`src/rtl/led_pkg.sv`:
```
// Shared constants for the LED pattern sequencer: step-mode codes and default reset pattern.
package led_pkg;

  localparam logic [1:0] MODE_ROTL   = 2'd0;
  localparam logic [1:0] MODE_ROTR   = 2'd1;
  localparam logic [1:0] MODE_BOUNCE = 2'd2;
  localparam logic [1:0] MODE_HOLD   = 2'd3;

  localparam logic [11:0] BASE_PATTERN_DEFAULT = 12'b000011101101;

endpackage

```
`src/rtl/led_tick_div.sv`:
```
// Step-rate divider: counts 0..TICK_CNT-1, freezes while paused, pulses tick on the last count.
module led_tick_div #(
  parameter int unsigned TICK_CNT = 16777217
) (
  input  logic clk,
  input  logic rst,
  input  logic pause,
  input  logic clear,
  output logic tick
);

  localparam int unsigned CW = (TICK_CNT > 1) ? $clog2(TICK_CNT) : 1;

  logic [CW-1:0] cnt_q, cnt_d;

  assign tick = (cnt_q == CW'(TICK_CNT - 1)) && !pause;

  always_comb begin
    cnt_d = cnt_q;
    if (clear || tick) begin
      cnt_d = '0;
    end else if (!pause) begin
      cnt_d = cnt_q + 1'b1;
    end
  end

  always_ff @(posedge clk) begin
    if (!rst) begin
      cnt_q <= '0;
    end else begin
      cnt_q <= cnt_d;
    end
  end

endmodule

```
`src/rtl/led_pattern_seq.sv`:
```
// LED pattern sequencer: rotates/bounces/holds a pattern once per divider tick.
// Optional macro LED_PWM_EN adds a 4-bit brightness input gating the LED drive.
module led_pattern_seq
  import led_pkg::*;
#(
  parameter int unsigned      LED_W        = 12,
  parameter int unsigned      TICK_CNT     = 16777217,
  parameter logic [LED_W-1:0] BASE_PATTERN = LED_W'(BASE_PATTERN_DEFAULT)
) (
  input  logic             clk,
  input  logic             rst,
  input  logic [1:0]       mode,
  input  logic [LED_W-1:0] pattern,
  input  logic             load,
  input  logic             pause,
`ifdef LED_PWM_EN
  input  logic [3:0]       bright,
`endif
  output logic [LED_W-1:0] led,
  output logic             step_tick,
  output logic             wrap
);

  // Wide enough to hold the bounce period 2*(LED_W-1).
  localparam int unsigned SW = $clog2(2 * LED_W);

  logic             tick;
  logic [LED_W-1:0] led_q, led_d, led_rotl, led_rotr;
  logic [SW-1:0]    step_q, step_d, step_inc;
  logic             dir_q, dir_d;
  logic [1:0]       mode_q;
  logic             step_tick_q, step_tick_d;
  logic             wrap_q, wrap_d;

  led_tick_div #(
    .TICK_CNT (TICK_CNT)
  ) u_tick_div (
    .clk   (clk),
    .rst   (rst),
    .pause (pause),
    .clear (load),
    .tick  (tick)
  );

  assign led_rotl = {led_q[LED_W-2:0], led_q[LED_W-1]};
  assign led_rotr = {led_q[0], led_q[LED_W-1:1]};
  assign step_inc = step_q + 1'b1;

  always_comb begin
    led_d       = led_q;
    step_d      = step_q;
    dir_d       = dir_q;
    step_tick_d = 1'b0;
    wrap_d      = 1'b0;

    if (load) begin
      led_d  = pattern;
      step_d = '0;
      dir_d  = 1'b0;
    end else begin
      if (tick) begin
        step_tick_d = 1'b1;
        unique case (mode_q)
          MODE_ROTL:   led_d = led_rotl;
          MODE_ROTR:   led_d = led_rotr;
          MODE_BOUNCE: led_d = dir_q ? led_rotr : led_rotl;
          MODE_HOLD:   led_d = led_q;
        endcase

        if (mode_q == MODE_BOUNCE) begin
          if (step_inc == SW'(2 * (LED_W - 1))) begin
            step_d = '0;
            dir_d  = 1'b0;
            wrap_d = 1'b1;
          end else begin
            step_d = step_inc;
            // Turn around once the lit end has been reached.
            if (step_inc == SW'(LED_W - 1)) begin
              dir_d = ~dir_q;
            end
          end
        end else if (step_q == SW'(LED_W - 1)) begin
          step_d = '0;
          wrap_d = 1'b1;
        end else begin
          step_d = step_inc;
        end
      end

      // A mode change restarts the sequence; led keeps its current value.
      if (mode != mode_q) begin
        step_d = '0;
        dir_d  = 1'b0;
        wrap_d = 1'b0;
      end
    end
  end

  always_ff @(posedge clk) begin
    if (!rst) begin
      led_q       <= BASE_PATTERN;
      step_q      <= '0;
      dir_q       <= 1'b0;
      mode_q      <= MODE_ROTL;
      step_tick_q <= 1'b0;
      wrap_q      <= 1'b0;
    end else begin
      led_q       <= led_d;
      step_q      <= step_d;
      dir_q       <= dir_d;
      mode_q      <= mode;
      step_tick_q <= step_tick_d;
      wrap_q      <= wrap_d;
    end
  end

  assign step_tick = step_tick_q;
  assign wrap      = wrap_q;

`ifdef LED_PWM_EN
  logic [3:0] pwm_q;

  always_ff @(posedge clk) begin
    if (!rst) begin
      pwm_q <= '0;
    end else begin
      pwm_q <= pwm_q + 4'd1;
    end
  end

  assign led = led_q & {LED_W{pwm_q < bright}};
`else
  assign led = led_q;
`endif

endmodule

```
`config.mk`:
```
export PLATFORM = sky130hd
export DESIGN_NAME = led_pattern_seq
export DESIGN_NICKNAME = d
export VERILOG_FILES = /design/src/rtl/led_pkg.sv /design/src/rtl/led_tick_div.sv /design/src/rtl/led_pattern_seq.sv
export SDC_FILE = /design/constraint.sdc
export NUM_CORES = 1
export LEC_CHECK = 0
export CELL_PAD_IN_SITES_DETAIL_PLACEMENT = 1
export CELL_PAD_IN_SITES_GLOBAL_PLACEMENT = 2
export CORE_MARGIN = 1
export CORE_UTILIZATION = 29
export CTS_CLUSTER_DIAMETER = 50
export DETAILED_ROUTE_END_ITERATION = 7
export MAX_ROUTING_LAYER = met4
export PLACE_DENSITY = 0.79
export SLEW_MARGIN = 0
export SYNTH_ARGS = -nofsm -noshare
export SYNTH_HDL_FRONTEND = slang
export SYNTH_HIERARCHICAL = 1
export SYNTH_SLANG_ARGS = --single-unit
```
`constraint.sdc`:
```
create_clock -name clk -period 1.9 [get_ports clk]
set_input_delay 0.38 -clock clk [delete_from_list [all_inputs] [get_ports clk]]
set_output_delay 0.38 -clock clk [all_outputs]
set_load 0.005 [all_outputs]
```
==> results.cfg <==
[status]
status = finished clean

[worst_setup_path]
cp_slowest_cell = or3_4
cpPeakStageDelay_ps = 370
critPathLaunchType = flop
worst-setup-path-type = flop to flop
r2r_slack_ps = 6
cp.arrival_ps = 2150
crit_chain = inv_2, ha_4, nor4b_4, nand4_1, nor2_2, buf_6, nand3_4, or3_4, a21boi_2
cp_max_fo = 6
critPathCaptureType = flop
cp.required_ps = 2150

[drt]
vias = 2459
drt-initial-drc-count = 41
wire_per_inst_microns = 15.0
wl_microns = 7010
drt_first_pass_iters = 4
drc = 0
viasPerCell = 5.28
postRouteAntennaNets = 0

[clock_tree]
cts_root_buffer = clkbuf_8
clk-insertion-delay-late_ps = 310
ctsHoldBuffers = 0
cts_max_path_buffers = 2
cts_buffers = 5
cts.sinks = 47
tritoncts = built
h-tree-depth = 2
path_clk_slew_ps = 100

[placed_design]
port_buffers = 31
place_area_sq_mm = 0.00328
finalWeightedCongestion = 0.758
post-dp-hpwl_microns = 5120
place_ws_ps = -563

[global_route]
globalRouteTotalUtil_pct = 15.7
grt_pass1_wl_microns = 12000
grt_pass1_vias = 2577
grt-ovfl-total = 0
grt_max_degree = 25
antenna_found_initial = 0

[logic_synthesis]
synthTopCellsByArea = dfxtp_1 35%, o31ai_1 4.2%, a221oi_1 4.0%
synth-edff-count = 0
netlist.area_leader.share_pct = 35.5
syn-cell-area_sq_mm = 0.00265
synth_nets = 324
ys_ff_latch = 47
synthCells = 298
synth_flop_cell = dfxtp_1
yosysTopAreaCell = dfxtp_1
ys_seq_area_share_pct = 35.5
ys_async_sr_fraction_pct = 0
ys_types = 59
synth_warnings = 6
synth_area_per_cell_sq_um = 8.91

[layout]
synthToLayoutAreaGrowth_pct = 30.6
post-route-util_pct = 39.4
drive_above_1_share_pct = 23.7
design_area_sq_mm = 0.00347
antennaDiodeCount = 0
nNetsFinal = 383

[power]
swShare_pct = 26.9
pwr-share-comb_pct = 12.0
peakVddDrop_v = 0.000285
p_seq_share_pct = 53.6
p_sw_w = 0.000519
clkPwrFrac_pct = 34.4
p_per_area_mw_per_mm2 = 557
cellLeakagePower_nw = 1.26
intPower_w = 0.00141
power_w = 0.00193

[floorplanning]
num_rows = 34
die_w_microns = 97.7
start_util_pct = 30.1
coreArea_sq_mm = 0.00881
num_io_pins = 32
die_height_microns = 97.7
die-area_sq_mm = 0.00954

[timing]
setup_viol = 0
fin_ws_ps = 6.07
fin_crit_sh_pct = 99.7
holdWs_ps = 501
rsz0062_at_grt = true
final_max_slew_viol_count = 0
fin_crit_ps = 1890
slew_headroom_pct = 66.9
worst_pin_slew_ps = 496
skew_ps = 15.0
hold_viol_final = 0
fmax_mhz = 528

[flow_run]
max-cap-violations = 0

[hold_path]
hp-class = flop to flop
## critical path, delay by kind of cell (launching register included)
kind                     cells  cell delay [ps]
AND/OR/NAND/NOR              5             1050
buffers and inverters        2              210
flip-flops                   1              330
AO/OA/AOI/OAI                1              130
adder cells (fa/ha/maj)      1              120
## sequential cells by signal, summed over array words and instances (netlist names)
register,cells
step_tick,1
mode_q,2
u_tick_div/cnt_q,25
led,12
wrap,1
step_q,5
dir_q,1
## worst paths after layout
path	from	end	cells after the start
min reg2reg	u_tick_div/cnt_q[24]	u_tick_div/cnt_q[24]	2
max	u_tick_div/cnt_q[1]	dir_q	9
max reg2reg	u_tick_div/cnt_q[1]	dir_q	9
min	u_tick_div/cnt_q[24]	u_tick_div/cnt_q[24]	2
## power by group through the flow
stage               Clock (W)  Combinational, W  Sequential [W]
floorplan                   0          0.000102         0.00105
global placement            0          0.000213         0.00106
detailed placement          0          0.000218         0.00106
CTS                  0.000696          0.000224         0.00103
global route         0.000727          0.000252         0.00104
finish               0.000664          0.000232         0.00103
## metal layers
metal	vias to the layer above	global-route usage [%]	share of wire, %
met5	-	-	0
met4	0	4.20	0.81
met3	5	2.30	2.8
met2	38	27.0	48
met1	1200	19.1	49
li1	1216	-	-
## logic make-up after synthesis
logic type                 Yosys count  synth area share (%)
DFF                                 47                  35.5
buffers and inverters               29                  6.22
xor gates and xnor gates            15                  4.95
and+or+nand+nor                    128                  29.6
AOI/OAI and AO/OA                   70                  19.7
muxes                                1                 0.377
adders and majority gates            8                  3.77
## through the flow
| step | instances | TNS (ps) |
|---|---|---|
| 6_report | 466 | 0 |
| 4_1_cts | 465 | 0 |
| 5_1_grt | 466 | -311 |
| 3_5_place_dp | 457 | -13010 |
| 3_3_place_gp | 457 | -10420 |
| 2_1_floorplan | 298 | 0 |
## timing repair
item | in CTS | in global routing
endpoints found under the setup margin | 21 | 21
pin swaps | 5 | 6
gates resized for setup | 10 | 19
buffers inserted | 0 | 1
endpoints found under the hold margin | 0 | 0
## cells in the final DEF (no fill, tap or decap), types with 3 or more instances in the layout
cell type and count:
nand2_1 19, dfxtp_1 45, and2_1 9, o21ai_0 4
nand4_1 9, nand3_1 9, nor2_1 16, nor4_1 5
ha_1 6, clkbuf_8 5, xnor2_1 3, a21oi_1 11
o21a_1 3, inv_1 7, or4_1 6, xor2_1 12
o31ai_1 13, a221oi_1 12, o311ai_1 5, o21ai_1 3
buf_4 39, clkdlybuf4s50_1 30, nor2b_1 14, and2_2 3
or3_1 3
## synth_stat cells, drive strengths merged, types with 3 or more instances
library cell,n
and2,12
buf,14
and3,4
ha,8
a221oi,12
nor2,18
o311ai,6
nor2b,14
xor2,12
o21ai,8
inv,9
a21oi,13
nor4,5
or3,4
nand4,10
clkbuf,6
o21a,3
o31ai,15
nand2,21
nor4b,4
nand3,12
a21boi,5
xnor2,3
dfxtp,47
or4,8
## final cells by class
| cell class | instances | area (sq um) |
|---|---|---|
| Fill cell | 1023 | 5340 |
| Multi-Input combinational cell | 222 | 1630 |
| Sequential cell | 47 | 943 |
| Timing Repair Buffer | 72 | 633 |
| Tap cell | 108 | 135 |
| Clock buffer | 5 | 68.8 |
| Inverter | 9 | 33.8 |
| Clock inverter | 3 | 26.3 |
Power figures use the tool's default switching activity.
==> patch, RTL diff (same flow settings) <==
`TICK_CNT` is set to 16777217 in 2 places; all go to 8388608.
--- a/src/rtl/led_tick_div.sv
+++ b/src/rtl/led_tick_div.sv
@@ -2,3 +2,3 @@
 module led_tick_div #(
-  parameter int unsigned TICK_CNT = 16777217
+  parameter int unsigned TICK_CNT = 8388608
 ) (
--- a/src/rtl/led_pattern_seq.sv
+++ b/src/rtl/led_pattern_seq.sv
@@ -6,3 +6,3 @@
   parameter int unsigned      LED_W        = 12,
-  parameter int unsigned      TICK_CNT     = 16777217,
+  parameter int unsigned      TICK_CNT     = 8388608,
   parameter logic [LED_W-1:0] BASE_PATTERN = LED_W'(BASE_PATTERN_DEFAULT)
Formal check against the unedited RTL: same outputs for any inputs over 10 cycles, from zero or initial values and one cycle with rst low; that may be too few to reach the edited logic, so the function may still have changed.
==> patch against the unedited design <==
The flow now finishes with violations (setup timing); routed wire length up 3.9%; global-route usage up 1.5 points; largest cell class unchanged; utilization up 3.7 points; worst setup slack worse by 0.015 ns; largest power group unchanged; area after synthesis down 8.3%; sequential cell count down 2; clock power up 31%; critical endpoint unchanged; power up 8.2%; cell count down 0.64%; cell area up 1.5%.
==> patch: results (changes against the unedited design) <==
CTS
  • Postcts setup bufs: 1 (+1)
  • Clock root cell: clkbuf_8
  • CTS-repair resized insts: 19 (+9)

Hold path
  • HP Start: u_tick_div/cnt_q[20]
  • WHS Endpoint: u_tick_div/cnt_q[20]

Worst setup path
  • CP arrival: 2.11 ns (-0.04 ns)
  • Critical R2R Launch: u_tick_div/cnt_q[14]

Placement
  • Area after DPL: 3150 µm² (-3.9%)
  • GPL Wtd Cong: 0.747 (-1.5%)
  • DP Wirelength: 4970 µm (-2.9%)

Timing
  • Setup-failing EPs final: 2 (+2)
  • Clock skew: 0.00383 ns (-0.0111 ns)
  • Max_slew headroom: 69.1% (+2.2 points)
  • Worst setup slack after layout: -0.00907 ns (-0.0151 ns)

Cells and area
  • Final nets: 382 (-0.26%)
  • Multi-input gate share of the layout cell area: 44.1% (-2.7 points)
  • Seq Cell Count: 45 (-4.3%)
  • Buffers, non-clock: 84 (+17%)
  • Fraction of cell area in non-clock buffers: 21.1% (+2.9 points)
  • Clk cell area share: 3.81% (+1.1 points)
  • FF/Latch Area: 922 µm² (-2.3%)
  • Max FFs per register: 23 (-8.0%)
  • Fillcell total: 960 (-6.2%)

Run status
  • Violated checks: setup timing
  • Status: finished with violations

Global route
  • GRT Overall Usage: 17.2% (+1.5 points)
  • First-pass GRT wire length: 11600 µm (-2.8%)
  • Largest net degree at the start of global routing: 28 (+12%)
  • Met2 GRT Util: 27.8% (+0.81 points)
  • Met3 Track Usage GR: 3.17% (+0.87 points)
  • Grt met1 use: 21.7% (+2.6 points)
  • Vias in the first global route: 2451 (-4.9%)

Detailed routing
  • Met1 wire length: 3410 µm (about the same)
  • Initial DRC count: 118 (+190%)
  • Via/cell ratio: 5.10 (-3.3%)
  • WL met3: 174 µm (-9.8%)
  • Routed len/inst: 15.7 µm (+4.6%)
  • DR WL met2: 3560 µm (+6.4%)

Power and ir drop
  • VDD IR max: 0.356 mV (+25%)
  • LEAKAGE: 0.00133 µW (+5.3%)
  • P per Cell Area: 593 nW/µm² (+6.6%)

Synthesis
  • Netlist cell types: 54 (-8.5%)
  • Commonest cells in the netlist: dfxtp_1 (45), nand2_1 (22), nor2_1 (16)
==> patch: cell count changes in the layout (fill, tap and decap cells not counted), sizes merged, moves of 3 or more <==
cell	change
or4	-5
o21ai	+5
buf	+12
or3	+7
xor2	-3
nor3	+3
o31ai	-7
nand4	-5
==> patch: metrics by stage <==
step	setup TNS (ns)	setup slack (ns)	hold WS, ns	instances	power, µW
floorplan	0	0.0304	0.458	281	1110
global placement	-15.65	-0.605	0.486	446	1220
detailed placement	-15.65	-0.599	0.502	446	1230
CTS	0	0.00110	0.515	455	2100
global route	-0.226	-0.0946	0.542	463	2180
finish	-0.0138	-0.00907	0.510	463	2090
==> patch: worst max path at each step <==
stage / startpoint / to / slack (ns) / depth (start not counted)
finish: u_tick_div/cnt_q[14] / dir_q / -0.009 / 9
global route: u_tick_div/cnt_q[14] / dir_q / -0.09 / 9
CTS: u_tick_div/cnt_q[8] / u_tick_div/cnt_q[19] / 0.001 / 5
detailed placement: pause / led[8] / -0.60 / 8
global placement: pause / led[8] / -0.60 / 8
floorplan: u_tick_div/cnt_q[0] / u_tick_div/cnt_q[20] / 0.03 / 6
==> patch: critical path: stages, from the launching register on <==
cell and delay [ns]:
dfxtp_2 0.34, nand4_1 0.14, or3_4 0.40, nor2_2 0.10
and2_4 0.24, buf_6 0.13, nand3_2 0.05, o31a_1 0.26
o21ai_2 0.07, a21boi_2 0.07
==> patch: logic make-up after synthesis <==
logic type | share of synthesized area [%]
simple gates | 28.5
compound gates | 20.9
flops | 37.0
buf+inv | 4.94
xor+xnor | 4.68
fa+ha+maj | 3.60
mux | 0.411
==> patch: power breakdown <==
group | switching [µW] | internal, µW | leakage (µW)
clock | 346 | 523 | 0.0000681
combinational | 102 | 128 | 0.000887
sequential | 26.5 | 962 | 0.000373
total | 475 | 1610 | 0.00133
